<file path="src/rtl/vanilla_pkg.sv">
// vanilla_pkg: shared arbiter state type and round-robin pick helper.
// Also provides the io_map.svh bus widths when that header has not already defined them.
`default_nettype none

`ifndef MMIO_ADDR_WIDTH
`define MMIO_ADDR_WIDTH 16
`endif
`ifndef DATA_WIDTH
`define DATA_WIDTH 32
`endif

package vanilla_pkg;

    typedef enum logic [0:0] {
        IDLE = 1'b0,
        BUSY = 1'b1
    } arb_state_t;

    // Returns the index of the winning master; on a tie the one not granted last wins.
    function automatic logic rr_pick(input logic [1:0] req, input logic last);
        if (req == 2'b11) begin
            return ~last;
        end
        return req[1];
    endfunction

endpackage

`default_nettype wire

</file>
<file path="src/rtl/wb_arbiter_if.sv">
// wb_arbiter_if: two-master WISHBONE bus bundle plus the shared slave side.
// slave = arbiter view, master = view of the masters and the downstream slave.
`default_nettype none

interface wb_arbiter_if;
    logic [1:0]                            m_cyc;
    logic [1:0]                            m_stb;
    logic [1:0]                            m_we;
    logic [1:0][`MMIO_ADDR_WIDTH-1:0]      m_addr;
    logic [1:0][`DATA_WIDTH-1:0]           m_dat_w;
    logic [`DATA_WIDTH-1:0]                m_dat_r;
    logic [1:0]                            m_ack;

    logic                                  CYC_O;
    logic                                  STB_O;
    logic                                  WE_O;
    logic [`MMIO_ADDR_WIDTH-1:0]           ADDR_O;
    logic [`DATA_WIDTH-1:0]                DAT_O;
    logic [`DATA_WIDTH-1:0]                DAT_I;
    logic                                  ACK_I;

    modport slave (
        input  m_cyc, m_stb, m_we, m_addr, m_dat_w, DAT_I, ACK_I,
        output m_dat_r, m_ack, CYC_O, STB_O, WE_O, ADDR_O, DAT_O
    );

    modport master (
        output m_cyc, m_stb, m_we, m_addr, m_dat_w, DAT_I, ACK_I,
        input  m_dat_r, m_ack, CYC_O, STB_O, WE_O, ADDR_O, DAT_O
    );
endinterface

`default_nettype wire

</file>
<file path="src/rtl/wb_watchdog.sv">
// wb_watchdog: stall counter that forces a termination ack after TIMEOUT_CYCLES.
// Only compiled when WB_ARB_TIMEOUT_EN is defined.
`default_nettype none

`ifdef WB_ARB_TIMEOUT_EN
module wb_watchdog #(
    parameter int unsigned TIMEOUT_CYCLES = 255
) (
    input  wire  logic clk,
    input  wire  logic reset_n,
    input  wire  logic busy,
    input  wire  logic stb,
    input  wire  logic ack,
    input  wire  logic err_clr,
    output logic       fire,
    output logic       err_flag
);
    logic [15:0] count;
    logic        stall;

    assign stall = busy & stb & ~ack;
    // count holds completed stall cycles, so the Nth stall cycle sees N-1
    assign fire  = stall & (count == 16'(TIMEOUT_CYCLES - 1));

    always_ff @(posedge clk or negedge reset_n) begin
        if (!reset_n) begin
            count    <= '0;
            err_flag <= 1'b0;
        end else begin
            if (!busy || ack || fire) begin
                count <= '0;
            end else if (stall) begin
                count <= count + 16'd1;
            end
            if (fire) begin
                err_flag <= 1'b1;
            end else if (err_clr) begin
                err_flag <= 1'b0;
            end
        end
    end
endmodule
`endif

`default_nettype wire

</file>
<file path="src/rtl/wb_arbiter.sv">
// wb_arbiter: two-master round-robin WISHBONE arbiter with bus lock via m_cyc.
// Optional watchdog enabled by macro WB_ARB_TIMEOUT_EN.
`default_nettype none

module wb_arbiter
    import vanilla_pkg::*;
#(
    parameter int unsigned             TIMEOUT_CYCLES = 255,
    parameter logic [`DATA_WIDTH-1:0]  ERR_DATA       = 32'hDEAD_BEEF
) (
    input  wire  logic       clk,
    input  wire  logic       reset_n,
    wb_arbiter_if.slave      bus,
    output logic [1:0]       grant,
    output logic             err_flag,
    input  wire  logic       err_clr
);
    arb_state_t state;
    logic       last_grant;
    logic       owner;
    logic       busy;
    logic       winner;
    logic       fire;

    assign busy   = (state == BUSY);
    assign owner  = grant[1];
    assign winner = rr_pick(bus.m_cyc, last_grant);

    always_ff @(posedge clk or negedge reset_n) begin
        if (!reset_n) begin
            state      <= IDLE;
            grant      <= 2'b00;
            last_grant <= 1'b1;
        end else begin
            case (state)
                IDLE: begin
                    if (|bus.m_cyc) begin
                        state <= BUSY;
                        grant <= winner ? 2'b10 : 2'b01;
                    end
                end
                BUSY: begin
                    // Ownership lasts exactly as long as the owner holds m_cyc.
                    if (!bus.m_cyc[owner]) begin
                        state      <= IDLE;
                        grant      <= 2'b00;
                        last_grant <= owner;
                    end
                end
                default: state <= IDLE;
            endcase
        end
    end

    assign bus.CYC_O   = busy & bus.m_cyc[owner];
    assign bus.STB_O   = bus.CYC_O & bus.m_stb[owner];
    assign bus.WE_O    = bus.CYC_O & bus.m_we[owner];
    assign bus.ADDR_O  = busy ? bus.m_addr[owner]  : '0;
    assign bus.DAT_O   = busy ? bus.m_dat_w[owner] : '0;
    assign bus.m_ack   = (busy && (bus.ACK_I || fire)) ? (owner ? 2'b10 : 2'b01) : 2'b00;
    assign bus.m_dat_r = fire ? ERR_DATA : bus.DAT_I;

`ifdef WB_ARB_TIMEOUT_EN
    wb_watchdog #(
        .TIMEOUT_CYCLES (TIMEOUT_CYCLES)
    ) u_watchdog (
        .clk      (clk),
        .reset_n  (reset_n),
        .busy     (busy),
        .stb      (bus.STB_O),
        .ack      (bus.ACK_I),
        .err_clr  (err_clr),
        .fire     (fire),
        .err_flag (err_flag)
    );
`else
    logic unused_err_clr;
    assign unused_err_clr = err_clr;
    assign fire           = 1'b0;
    assign err_flag       = 1'b0;
`endif

endmodule

`default_nettype wire

</file>
<file path="src/flat_wrapper.sv">
// flat-port wrapper written by rule: the top's interface ports become plain ports
module wb_arbiter_flat import vanilla_pkg::*;
#(
    parameter int unsigned             TIMEOUT_CYCLES = 255,
    parameter logic [`DATA_WIDTH-1:0]  ERR_DATA       = 32'hDEAD_BEEF
)
  (clk, reset_n, grant, err_flag, err_clr, bus_m_cyc, bus_m_stb, bus_m_we, bus_m_addr, bus_m_dat_w, bus_DAT_I, bus_ACK_I, bus_m_dat_r, bus_m_ack, bus_CYC_O, bus_STB_O, bus_WE_O, bus_ADDR_O, bus_DAT_O);
  wb_arbiter_if bus_i ();
  input  wire  logic clk;
  input  wire  logic reset_n;
  output logic [1:0] grant;
  output logic err_flag;
  input  wire  logic err_clr;
  input wire logic [$bits(bus_i.m_cyc)-1:0] bus_m_cyc;
  input wire logic [$bits(bus_i.m_stb)-1:0] bus_m_stb;
  input wire logic [$bits(bus_i.m_we)-1:0] bus_m_we;
  input wire logic [$bits(bus_i.m_addr)-1:0] bus_m_addr;
  input wire logic [$bits(bus_i.m_dat_w)-1:0] bus_m_dat_w;
  input wire logic [$bits(bus_i.DAT_I)-1:0] bus_DAT_I;
  input wire logic [$bits(bus_i.ACK_I)-1:0] bus_ACK_I;
  output wire logic [$bits(bus_i.m_dat_r)-1:0] bus_m_dat_r;
  output wire logic [$bits(bus_i.m_ack)-1:0] bus_m_ack;
  output wire logic [$bits(bus_i.CYC_O)-1:0] bus_CYC_O;
  output wire logic [$bits(bus_i.STB_O)-1:0] bus_STB_O;
  output wire logic [$bits(bus_i.WE_O)-1:0] bus_WE_O;
  output wire logic [$bits(bus_i.ADDR_O)-1:0] bus_ADDR_O;
  output wire logic [$bits(bus_i.DAT_O)-1:0] bus_DAT_O;
  assign bus_i.m_cyc = bus_m_cyc;
  assign bus_i.m_stb = bus_m_stb;
  assign bus_i.m_we = bus_m_we;
  assign bus_i.m_addr = bus_m_addr;
  assign bus_i.m_dat_w = bus_m_dat_w;
  assign bus_i.DAT_I = bus_DAT_I;
  assign bus_i.ACK_I = bus_ACK_I;
  assign bus_m_dat_r = bus_i.m_dat_r;
  assign bus_m_ack = bus_i.m_ack;
  assign bus_CYC_O = bus_i.CYC_O;
  assign bus_STB_O = bus_i.STB_O;
  assign bus_WE_O = bus_i.WE_O;
  assign bus_ADDR_O = bus_i.ADDR_O;
  assign bus_DAT_O = bus_i.DAT_O;
  wb_arbiter #(.TIMEOUT_CYCLES(TIMEOUT_CYCLES), .ERR_DATA(ERR_DATA)) u_core (.clk(clk), .reset_n(reset_n), .bus(bus_i), .grant(grant), .err_flag(err_flag), .err_clr(err_clr));
endmodule
</file>
<file path="config.mk">
export PLATFORM = sky130hd
export DESIGN_NAME = wb_arbiter_flat
export DESIGN_NICKNAME = d
export VERILOG_FILES = /design/src/rtl/vanilla_pkg.sv /design/src/rtl/wb_arbiter_if.sv /design/src/rtl/wb_watchdog.sv /design/src/rtl/wb_arbiter.sv /design/src/flat_wrapper.sv
export SDC_FILE = /design/constraint.sdc
export NUM_CORES = 1
export LEC_CHECK = 0
export BUFFER_PORTS_ARGS = -buffer_cell sky130_fd_sc_hd__buf_2
export CORE_AREA = 2 2 87 89
export CTS_BUF_LIST = sky130_fd_sc_hd__clkbuf_4 sky130_fd_sc_hd__clkbuf_8 sky130_fd_sc_hd__clkbuf_16
export DETAILED_ROUTE_END_ITERATION = 10
export DIE_AREA = 0 0 89 91
export GPL_TIMING_DRIVEN = 0
export PLACE_DENSITY = 0.65
export SLEW_MARGIN = 10
export SYNTH_ARGS = -nofsm -noshare
export SYNTH_HDL_FRONTEND = slang
export SYNTH_SLANG_ARGS = --single-unit
</file>
<file path="constraint.sdc">
create_clock -name clk -period 2.64 [get_ports clk]
set_input_delay 0.528 -clock clk [delete_from_list [all_inputs] [get_ports clk]]
set_output_delay 0.528 -clock clk [all_outputs]
set_load 0.02 [all_outputs]
</file>
==> results.py, run 1 <==
metrics = {
    "logic_synthesis": {
        "synth.avg_cell_area_um2": 7.38,
        "synth_nets": 309,
        "ys_warn_count": 0,
        "synthCells": 171,
        "synth_top_family_by_area": "multiplexers",
        "netlist_area_um2": 1260,
        "synth_compound_area_share_pct": 4.66,
        "synth_mux_area_share_pct": 38.1,
        "synth-adder-area-share_pct": 0,
        "synth-simple-area-share_pct": 20.9,
        "synth_xor_area_share_pct": 0,
        "ys_ff_latch": 4,
        "seq_area_frac_synth_pct": 8.03,
        "synth.distinct_cells": 23,
    },
    "floorplan": {
        "start_util_pct": 17.7,
        "io_pins": 226,
        "fp.coreArea_um2": 7140,
        "die_h_um": 91,
        "rows": 31,
        "dieArea_um2": 8100,
        "die-width_um": 89,
    },
    "pwr": {
        "seq_power_share_pct": 7.0,
        "vdd_drop_max_uv": 362,
        "swShare_pct": 52.6,
        "p_int_uw": 833,
        "p_clk_share_pct": 8.3,
        "power-per-cell-area_nw_per_um2": 735,
        "comb_power_share_pct": 84.7,
        "p_sw_uw": 925,
        "p_leak_uw": 0.00146,
        "p_total_uw": 1760,
    },
    "final_layout": {
        "final_net_count": 505,
        "fill_cells": 777,
        "n_antenna_cell": 0,
        "syn_to_final_growth_pct": 89.4,
        "drive_gt1_share_pct": 65.0,
    },
    "clock_tree": {
        "cts_setup_buffers": 0,
        "cts_root_buffer": "clkbuf_8",
        "cts_resized": 0,
        "cts_tree": "done",
        "numCtsBuffers": 3,
        "htreeDepth": 1,
        "clk_latency_ns": 0.22,
        "cts.clk_slew.worst_paths_ns": 0.04,
        "max-clock-path-buffers": 2,
        "hold_buffers": 0,
        "cts_sinks": 4,
    },
    "global_routing": {
        "overflow": 0,
        "grt_max_degree": 11,
        "grt_pass1_wl_um": 6940,
        "grt_pass1_vias": 1637,
        "antenna_found_initial": 0,
        "track_usage_pct": 10.6,
    },
    "worst_setup_path": {
        "path_max_fanout": 10,
        "critPathKind": "reg -> out",
        "cp.arrival_ns": 1.56,
        "crit_required_ns": 2.11,
        "rr_worst_depth": 3,
        "r2r-start": "u_core.grant[1]",
        "rrSetupSlack_ns": 1.57,
        "reg2reg_to": "u_core.grant[0]",
        "start_kind": "register",
        "end_kind": "primary output",
    },
    "placed_design": {
        "gp_congestion": 0.776,
        "portBuffers": 191,
        "dp_hpwl_um": 4480,
    },
    "detailed_routing": {
        "drt-vias-per-instance": 3.96,
        "vias": 1841,
        "ant_nets": 0,
        "wl_per_cell_um": 10.9,
        "dr.pass1.iters": 4,
        "drt_iter0_drc": 16,
        "drt_wl_total_um": 5080,
        "drc_errors": 0,
    },
    "timing": {
        "hold_viol_final": 0,
        "timing.fmax_ghz": 0.479,
        "finalCritPeriodShare_pct": 79.2,
        "min_period_ns": 2.09,
        "clock-skew-final_ns": 0.00592,
        "final_max_slew_viol_count": 0,
        "final.setup.tns_ns": 0,
        "setup_viol": 0,
        "rsz0062_at_grt": "false",
    },
    "worst_hold_path": {
        "hold_path.class": "in -> async",
    },
    "job": {
        "drv_cap": 0,
    },
    "outcome": {
        "status": "finished, final reports clean",
    },
}
## routing by layer
| layer | wire [µm] | up-vias | GRT usage [%] |
|---|---|---|---|
| met3 | 641 | 4 | 1.18 |
| met4 | 32 | 0 | 2.24 |
| met5 | 0 | - | 0 |
| met1 | 1780 | 775 | 11.2 |
| met2 | 2620 | 135 | 21.3 |
| li1 | - | 927 | - |
## how the worst max path moves through the flow
| stage | start | end | slack (ns) |
|---|---|---|---|
| 4_1_cts | u_core.busy | bus_DAT_O[30] | 0.49 |
| 3_5_place_dp | u_core.busy | bus_DAT_O[30] | 0.73 |
| 5_1_grt | u_core.busy | bus_ADDR_O[3] | 0.39 |
| 2_1_floorplan | u_core.grant[1] | bus_STB_O | 0.92 |
| 3_3_place_gp | u_core.busy | bus_ADDR_O[2] | 0.75 |
| 6_report | u_core.busy | bus_ADDR_O[4] | 0.55 |
## power by group through the flow
stage	clock network (µW)	registers, µW	logic (µW)
2_1_floorplan	0	133	1060
3_3_place_gp	0	121	1500
3_5_place_dp	0	124	1510
4_1_cts	152	124	1510
5_1_grt	160	127	1620
6_report	147	122	1490
## cell usage after synthesis
master,n,area [µm²]
o21ai_1,1,5.00
nor2b_1,2,12.5
clkbuf_1,4,15.0
a32oi_1,2,17.5
dfstp_2,1,26.3
inv_2,1,3.75
buf_2,1,5.00
and3_1,1,6.26
buf_8,4,60.1
dfrtp_1,3,75.1
a21oi_1,2,10.0
nor2_1,54,203
o21ai_0,2,10.0
a22oi_1,1,7.51
mux2i_1,48,480
buf_6,2,22.5
nor3b_2,1,12.5
or2b_1,1,7.51
a31o_1,1,8.76
conb_1,1,3.75
buf_4,33,248
and2b_1,1,7.51
nand2_1,4,15.0
## worst max-delay path: stages (launching register included)
cell      delay, ns
dfrtp_1        0.46
inv_2          0.19
clkbuf_1       0.42
nor2_1         0.10
buf_2          0.18
## flip-flops by register name (all words and copies together) (netlist names)
signal / cells
u_core.busy: 1
u_core.grant: 2
u_core.last_grant: 1
## cells by family (layout without fill, tap and decap cells)
kind of cell    Yosys count  count (layout)
simple gates             64              64
mux                      48              48
buf+inv                  45             240
compound gates            9               9
flops                     4               4
other cells               1               1
## area by class of cell
type                       instances  area, µm²  share of cell area [%]
sequential                         4        101                    4.24
inverter                           1       3.75                   0.157
multi-input combinational        122        807                    33.8
buffer                            44        350                    14.7
timing repair buffer             191        956                    40.0
tap                               99        124                    5.18
clock buffer                       4       48.8                    2.04
## stage by stage
| step | area [µm²] | setup WS (ns) | instances | hold slack (ns) | util, % |
|---|---|---|---|---|---|
| floorplan | 1260 | 0.924 | 171 | 0.232 | - |
| global placement | 2340 | 0.752 | 461 | 0.336 | 32.8 |
| detailed placement | 2340 | 0.726 | 461 | 0.341 | 32.8 |
| CTS | 2390 | 0.489 | 465 | 0.106 | 33.5 |
| global route | 2390 | 0.388 | 465 | 0.106 | 33.5 |
| finish | 2390 | 0.550 | 465 | 0.107 | 33.5 |
## cell usage in the layout, fill, tap and decap left out, drive strengths merged
| cell | instances |
|---|---|
| a21oi | 2 |
| nand2 | 4 |
| or2b | 1 |
| buf | 231 |
| nor2b | 2 |
| o21ai | 3 |
| a22oi | 1 |
| nor2 | 54 |
| clkbuf | 8 |
| a32oi | 2 |
| dfrtp | 3 |
| inv | 1 |
| dfstp | 1 |
| nor3b | 1 |
| mux2i | 48 |
| conb | 1 |
| and2b | 1 |
| a31o | 1 |
| and3 | 1 |
No activity file was read; power rests on OpenSTA's default activity.
==> run 2: changes to the inputs <==
--- a/config.mk
+++ b/config.mk
@@ -6,12 +6,12 @@
 export NUM_CORES = 1
 export LEC_CHECK = 0
 export BUFFER_PORTS_ARGS = -buffer_cell sky130_fd_sc_hd__buf_2
-export CORE_AREA = 2 2 87 89
+export CORE_AREA = 2 2 88 90
 export CTS_BUF_LIST = sky130_fd_sc_hd__clkbuf_4 sky130_fd_sc_hd__clkbuf_8 sky130_fd_sc_hd__clkbuf_16
 export DETAILED_ROUTE_END_ITERATION = 10
-export DIE_AREA = 0 0 89 91
+export DIE_AREA = 0 0 90 92
 export GPL_TIMING_DRIVEN = 0
-export PLACE_DENSITY = 0.65
+export PLACE_DENSITY = 0.63
 export SLEW_MARGIN = 10
 export SYNTH_ARGS = -nofsm -noshare
 export SYNTH_HDL_FRONTEND = slang
==> constraint.sdc (replaced) <==
create_clock -name clk -period 2.05 [get_ports clk]
set_input_delay 0.41 -clock clk [delete_from_list [all_inputs] [get_ports clk]]
set_output_delay 0.41 -clock clk [all_outputs]
set_load 0.02 [all_outputs]
==> results.py, run 2 (same netlist as run 1, synthesis figures left out) <==
metrics = {
    "outcome": {
        "status": "finished, final reports clean",
    },
    "final_layout": {
        "syn_to_final_growth_pct": 90.8,
        "final_net_count": 506,
        "largest_register": "u_core.grant",
        "layout_commonest_cell": "buf_2",
        "fill_cells": 800,
        "most-common-layout-cells": "buf_2, nor2_1, mux2i_1",
        "utilization_pct": 32.3,
        "largest_reg_flops": 2,
        "n_antenna_cell": 0,
        "finalNonFillerCells": 469,
        "drive_gt1_share_pct": 65.7,
    },
    "pwr": {
        "p_leak_uw": 0.00147,
        "power-per-cell-area_nw_per_um2": 949,
        "vdd_drop_max_uv": 313,
    },
    "worst_setup_path": {
        "path_max_fanout": 10,
        "start_kind": "register",
        "critPathKind": "reg -> out",
        "rr_worst_depth": 3,
        "end_kind": "primary output",
        "crit_required_ns": 1.64,
        "cp-startpoint": "u_core.busy",
        "r2r-start": "u_core.busy",
        "cp.arrival_ns": 1.49,
    },
    "floorplan": {
        "die_h_um": 92,
        "die-width_um": 90,
        "io_pins": 226,
        "dieArea_um2": 8280,
        "start_util_pct": 17.0,
        "fp.coreArea_um2": 7450,
        "rows": 32,
    },
    "clock_tree": {
        "clk_latency_ns": 0.22,
        "numCtsBuffers": 3,
        "cts_tree": "done",
        "cts_setup_buffers": 0,
        "cts_sinks": 4,
        "max-clock-path-buffers": 2,
        "cts.clk_slew.worst_paths_ns": 0.03,
        "cts_root_buffer": "clkbuf_8",
        "htreeDepth": 1,
    },
    "timing": {
        "rsz0062_at_grt": "false",
        "final.setup.tns_ns": 0,
        "clock-skew-final_ns": 0.00318,
        "min_period_ns": 1.90,
        "finalWorstSetupSlack_ns": 0.155,
        "final_max_slew_viol_count": 0,
        "setup_viol": 0,
        "hold_viol_final": 0,
        "timing.fmax_ghz": 0.528,
        "finalCritPeriodShare_pct": 92.5,
    },
    "job": {
        "drv_cap": 0,
    },
    "detailed_routing": {
        "drt_wl_total_um": 5000,
        "dr.pass1.iters": 4,
        "drc_errors": 0,
        "drt_iter0_drc": 51,
        "wl_per_cell_um": 10.7,
        "ant_nets": 0,
        "vias": 1872,
        "drt-vias-per-instance": 3.99,
    },
    "global_routing": {
        "overflow": 0,
        "grt_pass1_wl_um": 7860,
        "track_usage_pct": 11.2,
        "grt_pass1_vias": 1764,
        "antenna_found_initial": 0,
        "grt_max_degree": 11,
        "grt_use_met3_pct": 2.47,
        "busiest_layer": "met2",
        "grt_use_met1_pct": 12.2,
        "use_met2_pct": 22.4,
    },
    "placed_design": {
        "place_inst": 464,
        "gp_congestion": 0.718,
        "portBuffers": 191,
        "dp_hpwl_um": 4290,
        "pre_cts_ws_ns": 0.314,
    },
    "worst_hold_path": {
        "holdCritStartpoint": "bus_m_cyc[0]",
        "hold_path.class": "in -> reg",
        "worstHoldPathCells": 3,
    },
}
## run 2: what timing repair did
action                                 4_1_cts  5_1_grt
setup endpoints to repair                    0       29
endpoints found under the hold margin        3        0
hold buffers                                 1        0
gates resized for setup                      0        6
## run 2: final timing paths
kind / slack [ns] / to
max: 0.15 / bus_DAT_O[11]
min: 0.50 / u_core.last_grant
max reg2reg: 0.99 / u_core.grant[1]
min reg2reg: 0.51 / u_core.last_grant
max in group asynchronous: 1.31 / u_core.last_grant
min in group asynchronous: 0.53 / u_core.busy
## run 2: area by class of cell
type / count / area, µm² / area share, %
buffer: 44 / 354 / 14.7
clock buffer: 4 / 48.8 / 2.03
inverter: 1 / 3.75 / 0.156
multi-input combinational: 122 / 807 / 33.5
sequential: 4 / 101 / 4.21
tap: 102 / 128 / 5.30
timing repair buffer: 192 / 966 / 40.1
## run 2: where the power goes
group / internal, µW / switching [µW]
Sequential: 121 / 36.9
Combinational: 813 / 1130
Clock: 146 / 40.0
## run 2: per-stage QoR
stage,power (µW),hold WS (ns),instance area [µm²]
6_report,2290,0.501,2410
5_1_grt,2480,0.533,2410
4_1_cts,2310,0.497,2400
3_5_place_dp,2110,0.217,2350
3_3_place_gp,2080,0.215,2350
2_1_floorplan,1530,0.114,1260
## run 2: layer usage
| layer | vias to the layer above | part of all wire, % |
|---|---|---|
| li1 | 927 | - |
| met1 | 820 | 36 |
| met2 | 125 | 53 |
| met3 | 0 | 10 |
| met4 | 0 | 0 |
| met5 | - | 0 |
## run 2: critical path: stages (launching register included)
cell and delay [ns]:
dfrtp_1 0.45, inv_2 0.20, clkbuf_1 0.34, nor2_1 0.09, buf_2 0.17
